$ cat src/rtl/bus_pkg.sv
// bus_pkg: shared FSM state encoding and response error codes for the bus initiator
package bus_pkg;
  typedef enum logic [1:0] {S_IDLE, S_ADDR, S_WAIT, S_RESP} state_t;
  localparam logic [1:0] ERR_OK      = 2'b00;
  localparam logic [1:0] ERR_DECODE  = 2'b01;
  localparam logic [1:0] ERR_TIMEOUT = 2'b10;
endpackage

$ cat src/rtl/bus_wdog.sv
// bus_wdog: saturating timeout counter (clr/en in, expired out when count reaches TIMEOUT-1)
module bus_wdog #(
  parameter int TIMEOUT = 16
) (
  input  logic clk,
  input  logic rst,
  input  logic clr,
  input  logic en,
  output logic expired
);
  localparam int CW = $clog2(TIMEOUT);
  logic [CW-1:0] cnt;
  assign expired = cnt == CW'(TIMEOUT - 1);
  always_ff @(posedge clk or posedge rst)
    if (rst) cnt <= '0;
    else cnt <= clr ? '0 : (en && !expired) ? cnt + CW'(1) : cnt;
endmodule

$ cat src/rtl/bus_initiator.sv
// bus_initiator: one-outstanding core-to-bus initiator; req_* from core, bus_* to fabric, resp_* back to core
module bus_initiator
  import bus_pkg::*;
#(
  parameter int TIMEOUT = 16
) (
  input  logic        clk,
  input  logic        rst,
  input  logic        req_valid,
  output logic        req_ready,
  input  logic        req_we,
  input  logic [31:0] req_addr,
  input  logic [31:0] req_wdata,
  input  logic [3:0]  req_wstrb,
  output logic        resp_valid,
  output logic [31:0] resp_rdata,
  output logic [1:0]  resp_err,
  output logic        bus_en,
  output logic [31:0] bus_addr,
  output logic        bus_we,
  output logic [31:0] bus_wdata,
  output logic [3:0]  bus_wstrb,
  input  logic        bus_busy,
  input  logic        bus_ack,
  input  logic [31:0] bus_rdata
);
  state_t      state;
  logic        expired;
  logic        done;
  logic [1:0]  err_nxt;
  logic [31:0] rdata_nxt;
  bus_wdog #(.TIMEOUT(TIMEOUT)) u_wdog (
    .clk    (clk),
    .rst    (rst),
    .clr    (state == S_ADDR),
    .en     (state == S_WAIT),
    .expired(expired)
  );
  always_comb begin
    done      = (state == S_ADDR && (!bus_busy || bus_ack)) || (state == S_WAIT && (bus_ack || expired));
    err_nxt   = (state == S_ADDR && !bus_busy) ? ERR_DECODE : bus_ack ? ERR_OK : ERR_TIMEOUT;
    rdata_nxt = (err_nxt == ERR_OK && !bus_we) ? bus_rdata : '0;
  end
  always_ff @(posedge clk or posedge rst) begin
    if (rst) begin
      state      <= S_IDLE;
      req_ready  <= 1'b1;
      resp_valid <= 1'b0;
      resp_rdata <= '0;
      resp_err   <= ERR_OK;
      bus_en     <= 1'b0;
      bus_addr   <= '0;
      bus_we     <= 1'b0;
      bus_wdata  <= '0;
      bus_wstrb  <= '0;
    end else begin
      resp_valid <= 1'b0;
      case (state)
        S_IDLE: if (req_valid) begin
          state     <= S_ADDR;
          req_ready <= 1'b0;
          bus_en    <= 1'b1;
          bus_addr  <= req_addr;
          bus_we    <= req_we;
          bus_wdata <= req_wdata;
          bus_wstrb <= req_wstrb;
        end
        S_ADDR, S_WAIT: if (done) begin
          state      <= S_RESP;
          bus_en     <= 1'b0;
          resp_valid <= 1'b1;
          resp_err   <= err_nxt;
          resp_rdata <= rdata_nxt;
        end else state <= S_WAIT;
        S_RESP: begin
          state     <= S_IDLE;
          req_ready <= 1'b1;
        end
      endcase
    end
  end
endmodule

$ cat config.mk
export PLATFORM = sky130hd
export DESIGN_NAME = bus_initiator
export DESIGN_NICKNAME = d
export VERILOG_FILES = /design/src/rtl/bus_pkg.sv /design/src/rtl/bus_wdog.sv /design/src/rtl/bus_initiator.sv
export SDC_FILE = /design/constraint.sdc
export NUM_CORES = 1
export LEC_CHECK = 0
export ABC_AREA = 1
export BUFFER_PORTS_ARGS = -buffer_cell sky130_fd_sc_hd__buf_4
export CAP_MARGIN = 40
export CORE_MARGIN = 5
export CORE_UTILIZATION = 51
export DETAILED_ROUTE_END_ITERATION = 16
export PLACE_DENSITY = 0.86
export SLEW_MARGIN = 0
export SYNTH_ARGS = -nofsm -noshare
export SYNTH_HDL_FRONTEND = slang
export SYNTH_HIERARCHICAL = 1
export SYNTH_SLANG_ARGS = --single-unit
$ cat constraint.sdc
create_clock -name clk -period 6.3 [get_ports clk]
set_input_delay 0.63 -clock clk [delete_from_list [all_inputs] [get_ports clk]]
set_output_delay 0.63 -clock clk [all_outputs]
set_load 0.02 [all_outputs]
==> qor.txt, run 1 <==
crit end category: register
R2R Setup Slk: 4.35 ns
Ys Warns: 6
Via density: 4.794
synth unique cells: 22
Critical Path Start: u_wdog/cnt[0]$_DFFE_PP0P_
Max IR drop VDD: 338.4 µV
Static Leak: 0.003961 µW
TNS Setup: 0 ns
startpoint class of the critical path: register
Worst Skew: 0.01215 ns
synthesized netlist cell count: 574
Net Count, Synth: 685
CP arrival: 2.24 ns
Cell Count, Final, Fillers Out: 890
num rows: 35
largest net degree at the start of global routing: 72
IO Port Bufs: 211
core area: 9153 µm²
number of antenna repair diodes: 0
max-cap viol count: 0
# IOs: 212
count of state elements after synthesis: 112
Die ar.: 11,320 µm²
slew at the pin with the worst max-slew slack: 0.7256 ns
Hold Crit Class: in -> async
worst reg2reg path depth: 8
Worst-path clk slew: 0.10 ns
cts hold-fix bufs: 0
clock tree buffer depth: 2
Die H: 106.4 µm
die span in x: 106.4 µm
initial antenna violation count: 0
placed cell count: 874
GPL Wtd Cong: 0.8218
Worst Setup EP: resp_rdata[2]$_DFFE_PP0P_
synthesis-to-layout area growth: 39.11%
layout cells sized above 1: 31.19%
wire per inst: 14.12 µm
period utilisation layout: 30.92%
Layout Nets: 885
Post-DRT Antenna Nets: 0
sequential area share after synthesis: 59.14%
FMAX: 0.5134 GHz
Post-Route WL: 12.57 mm
DRC errors left: 0
DR pass1 iterations: 5
PostCTS Resize Cnt: 0
gr ovfl total: 0
Starting Density: 51.80%
mapped cell area: 4741 µm²
GRT Resource Usage Total: 22.46%
syn avg cell area: 8.259 µm²
dpl hpwl: 9.305 mm
vias in the first global route: 4,319
worst setup path category: reg -> reg
Setup Buffers After CTS: 0
Worst R2R Start: u_wdog/cnt[0]$_DFFE_PP0P_
pins over their slew limit: 0
CTS tree: done
Max FO, Critical Path: 36
final hold slack: 0.1766 ns
final worst path period need: 1.948 ns
RSZ-0062 raised after global routing: false
Slew HR: 51.63%
DR iter-0 viols: 200
Vias: 4,267
CTS H-tree lvls: 3
setup violators final: 0
count of final hold-check violations: 0
Clock Sinks: 112
pwr dens: 508.1 nW/µm²
WP data required: 6.59 ns
R2R Path End: resp_rdata[2]$_DFFE_PP0P_
CTS buffer count: 9
first-pass GRT wire length: 20.73 mm
worst skew pair latency: 0.35 ns
status: finished, final reports clean
Root Driver: clkbuf_8
==> critical path, stage by stage, from the launching register on <==
cell,delay [ns]
dfrtp_1,0.45
ha_1,0.25
nand3_1,0.11
inv_1,0.06
o21ai_2,0.16
nand2_4,0.25
nand2_4,0.39
nand2_1,0.12
nand2_1,0.10
==> synthesized netlist by cell type (all sizes together) <==
cell	number	share of area, %
a22o	1	0.18
buf	21	2.8
clkbuf	6	0.48
dfrtp	111	59
dfstp	1	0.55
ha	5	1.3
inv	49	3.9
nand2	296	24
nand3	40	4.2
nand4	2	0.26
nor2	37	3.1
o21a	1	0.16
o21ai	2	0.29
o21bai	1	0.16
xor2	1	0.18
==> layer usage <==
metal / wire, µm / track usage, % / up-vias
met4: 121 / 5.114 / 0
met2: 6025 / 36.88 / 180
li1: - / - / 2115
met3: 1403 / 8.318 / 10
met5: 0 / 0 / -
met1: 5019 / 28.56 / 1962
==> metrics by stage <==
stage                     instance area (µm²)  setup WS [ns]  total power (µW)  utilization [%]
after detailed placement                 6402          4.301              2971            69.95
after CTS                                6595          4.354              3381            72.06
after global routing                     6595          4.204              3591            72.06
after global placement                   6327          4.044              2844            69.13
final                                    6595          4.352              3351            72.06
after floorplan                          4741          2.826              2230                -
==> worst min-delay path by stage <==
| stage | startpoint | to | slack (ns) |
|---|---|---|---|
| 6_report | rst | u_wdog/cnt[3]$_DFFE_PP0P_ | 0.18 |
| 5_1_grt | rst | u_wdog/cnt[2]$_DFFE_PP0P_ | 0.18 |
| 4_1_cts | rst | u_wdog/cnt[0]$_DFFE_PP0P_ | 0.16 |
| 3_5_place_dp | bus_addr[19]$_DFFE_PP0P_ | bus_addr[19]$_DFFE_PP0P_ | 0.47 |
| 3_3_place_gp | bus_addr[23]$_DFFE_PP0P_ | bus_addr[23]$_DFFE_PP0P_ | 0.46 |
| 2_1_floorplan | rst | u_wdog/cnt[0]$_DFFE_PP0P_ | 0.40 |
==> where the power goes <==
part	switching (µW)	total (µW)	internal [µW]
Clock	237	405	168
Combinational	1040	1720	675
Sequential	194	1230	1030
==> final cells by class <==
type / count / area [µm²]
Fill cell: 674 / 2557
Inverter: 49 / 186.4
Sequential cell: 112 / 2804
Timing Repair Buffer: 216 / 1674
Clock buffer: 11 / 151.4
Tap cell: 111 / 138.9
Clock inverter: 5 / 41.29
Multi-Input combinational cell: 386 / 1599
==> flip-flops by register name (all words and copies together), names as in the netlist <==
| name | cells |
|---|---|
| bus_addr | 32 |
| bus_en | 1 |
| bus_wdata | 32 |
| bus_we | 1 |
| bus_wstrb | 4 |
| req_ready | 1 |
| resp_err | 2 |
| resp_rdata | 32 |
| resp_valid | 1 |
| state | 2 |
| u_wdog/cnt | 4 |
==> cell usage in the layout (no fill, tap or decap), drive strengths merged <==
cell type    n
clkbuf      11
nor2        37
o21ai        2
clkinv       3
inv         49
nand3       40
dfrtp      111
nand4        2
o21bai       1
buf        216
a22o         1
o21a         1
ha           5
xor2         1
nand2      296
dfstp        1
clkinvlp     2
==> kinds of logic (layout without fill, tap and decap cells) <==
group                      Yosys count  in the layout  share of synthesized area [%]
adders and majority gates            5              5                          1.320
and+or+nand+nor                    375            375                          31.43
xor gates and xnor gates             1              1                         0.1848
AOI/OAI and AO/OA                    5              5                         0.7919
buffers and inverters               76            281                          7.126
DFF                                112            112                          59.14
No activity file was read; power rests on OpenSTA's default activity.
==> run 2: changes to the inputs <==
--- a/config.mk
+++ b/config.mk
@@ -9,9 +9,9 @@
 export BUFFER_PORTS_ARGS = -buffer_cell sky130_fd_sc_hd__buf_4
 export CAP_MARGIN = 40
 export CORE_MARGIN = 5
-export CORE_UTILIZATION = 51
+export CORE_UTILIZATION = 43
 export DETAILED_ROUTE_END_ITERATION = 16
-export PLACE_DENSITY = 0.86
+export PLACE_DENSITY = 0.77
 export SLEW_MARGIN = 0
 export SYNTH_ARGS = -nofsm -noshare
 export SYNTH_HDL_FRONTEND = slang
==> constraint.sdc (replaced) <==
create_clock -name clk -period 1.7 [get_ports clk]
set_input_delay 0.17 -clock clk [delete_from_list [all_inputs] [get_ports clk]]
set_output_delay 0.17 -clock clk [all_outputs]
set_load 0.02 [all_outputs]
==> run 2 against run 1 <==
Net effect:
- wire length rose by 18%
- utilization fell by 4.3 points
- final cell count rose by 11%
- critical path depth fell by 1
- flip-flop and latch count did not move
- maximum frequency rose by 21%
- setup slack got worse by 4.3 ns
- non-clock buffer count rose by 71
- register-to-register slack got worse by 4.3 ns
- combinational power rose to 3.9 times the previous value
- clock skew fell by 0.0029 ns
==> qor.txt, run 2 (synthesis gave the netlist of run 1 again) <==
CTS tree: done
DRC errors left: 0 (unchanged)
Post-Route WL: 14.78 mm (+18%)
largest net degree at the start of global routing: 109 (+51%)
# IOs: 212 (unchanged)
WP data required: 2.00 ns (-4.59 ns)
Critical-path top delay cell: dfrtp_1
DR iter-0 viols: 430 (+110%)
Die H: 115 µm (+8.1%)
R2R Path End: bus_wdata[29]$_DFFE_PP0P_
Critical Path Start: state[1]$_DFFE_PP0P_
post-place setup slack: 0.01912 ns (-4.282 ns)
die span in x: 115 µm (+8.1%)
FMAX: 0.6233 GHz (+21%)
crit end category: register
initial antenna violation count: 0 (unchanged)
gr ovfl total: 0 (unchanged)
Root Driver: clkbuf_8
startpoint class of the critical path: register
setup violators final: 0 (unchanged)
Worst-path clk slew: 0.11 ns (about the same)
CTS H-tree lvls: 3 (unchanged)
slew at the pin with the worst max-slew slack: 0.5808 ns (-0.1447 ns)
Worst Hold Path Cells: 3
RSZ-0062 raised after global routing: true
delay-heaviest family, CP: buffers and inverters
Slew HR: 61.28% (+9.6 points)
count of final hold-check violations: 0 (unchanged)
worst setup path category: reg -> reg
Worst R2R Start: state[1]$_DFFE_PP0P_
Via density: 4.811 (+0.35%)
commonest non-fill, non-tap cell in the layout: nand2_1
first-pass GRT wire length: 23.74 mm (+15%)
commonest cells after routing, fill and taps aside: 292 x nand2_1, 213 x buf_4, 111 x dfrtp_1
Max FO, Critical Path: 47 (+31%)
GRT Resource Usage Total: 22.62% (+0.15 points)
layout cells sized above 1: 28.94% (-2.3 points)
placed cell areas: 6460 µm² (+0.90%)
wire per inst: 14.93 µm (+5.7%)
status: finished, final reports clean
CP arrival: 1.91 ns (-0.33 ns)
final worst slack: 0.09572 ns (-4.256 ns)
Worst Setup EP: bus_wdata[29]$_DFFE_PP0P_
number of antenna repair diodes: 0 (unchanged)
Die ar.: 13,230 µm² (+17%)
core area: 10,840 µm² (+18%)
Static Leak: 0.004246 µW (+7.2%)
CP cell instances: inv_1, ha_1, nand2_2, inv_4, buf_12, nand2_1, nand2_1
CTS buffer count: 9 (unchanged)
dpl hpwl: 9.420 mm (+1.2%)
num rows: 38 (+8.6%)
worst skew pair latency: 0.37 ns (+0.02 ns)
final hold slack: 0.01392 ns (-0.1627 ns)
worst reg2reg path depth: 7 (-1)
Starting Density: 43.73% (-8.1 points)
IO Port Bufs: 211 (unchanged)
final instance area: 7346 µm² (+11%)
Buf+Inv Stages, Crit Path: 3 (+2)
max-cap viol count: 0 (unchanged)
final worst path period need: 1.604 ns (-0.3436 ns)
Max IR drop VDD: 1246 µV (+270%)
CP Depth: 7 (-1)
Worst Skew: 0.009278 ns (-0.002873 ns)
vias in the first global route: 4,847 (+12%)
Vias: 4,763 (+12%)
synthesis-to-layout area growth: 54.95%
period utilisation layout: 94.37% (+63 points)
clock tree buffer depth: 2 (unchanged)
Post-DRT Antenna Nets: 0 (unchanged)
most used cell, CP: nand2_1
TNS Setup: 0 ns (unchanged)
Clock Sinks: 112 (unchanged)
Top Registers: bus_addr x32, bus_wdata x32, resp_rdata x32
Layout Nets: 956 (+8.0%)
pwr dens: 1736 nW/µm² (+240%)
CP max stage delay: 0.43 ns (-0.02 ns)
FILL cells: 808 (+20%)
GPL Wtd Cong: 0.8235 (+0.21%)
R2R Setup Slk: 0.1 ns (-4.26 ns)
pins over their slew limit: 0 (unchanged)
DR pass1 iterations: 5 (unchanged)
Hold Crit Class: in -> reg
## run 2: worst min path at each step
stage	to	from	slack [ns]
floorplan	u_wdog/cnt[0]$_DFFE_PP0P_	rst	-0.06
global placement	u_wdog/cnt[3]$_DFFE_PP0P_	rst	0.08
detailed placement	u_wdog/cnt[2]$_DFFE_PP0P_	rst	0.09
CTS	bus_wstrb[3]$_DFFE_PP0P_	req_wstrb[3]	0.0008
global route	bus_wstrb[3]$_DFFE_PP0P_	req_wstrb[3]	0.006
finish	bus_wstrb[3]$_DFFE_PP0P_	req_wstrb[3]	0.01
## run 2: worst register-to-register path, cell delays in order, from the launching register on
cell     delay [ns]
dfrtp_1        0.43
inv_1          0.10
ha_1           0.21
nand2_2        0.11
inv_4          0.22
buf_12         0.26
nand2_1        0.13
nand2_1        0.09
## run 2: area by class of cell
type / count / area [µm²] / area share (%)
Timing Repair Buffer: 287 / 2382 / 32.43
Tap cell: 140 / 175.2 / 2.385
Inverter: 49 / 190.2 / 2.589
Clock buffer: 12 / 155.1 / 2.112
Clock inverter: 4 / 28.78 / 0.3918
Sequential cell: 112 / 2804 / 38.17
Multi-Input combinational cell: 386 / 1610 / 21.92
## run 2: through the flow
stage	util (%)	power, µW	std cells
floorplan	-	8266	574
global placement	59.59	10770	906
detailed placement	59.59	11010	906
CTS	67.65	12720	990
global route	67.76	13600	990
finish	67.76	12750	990
## run 2: per-layer routing
layer	global-route usage, %	part of all wire [%]	vias to the layer above
met2	37.04	48	245
met5	0	0	-
li1	-	-	2251
met1	27.27	38	2231
met3	7.789	11	36
met4	9.546	2.7	0
## run 2: repair_timing
item,CTS,global route
setup endpoints to repair,2,69
buffers inserted,0,0
hold buffers,68,0
resized for setup,1,5
hold endpoints to repair,177,0
## run 2: report_power, final
group | internal (µW) | switching (µW)
clock | 616 | 896
combinational | 2630 | 4030
sequential | 3830 | 750
total | 7070 | 5680
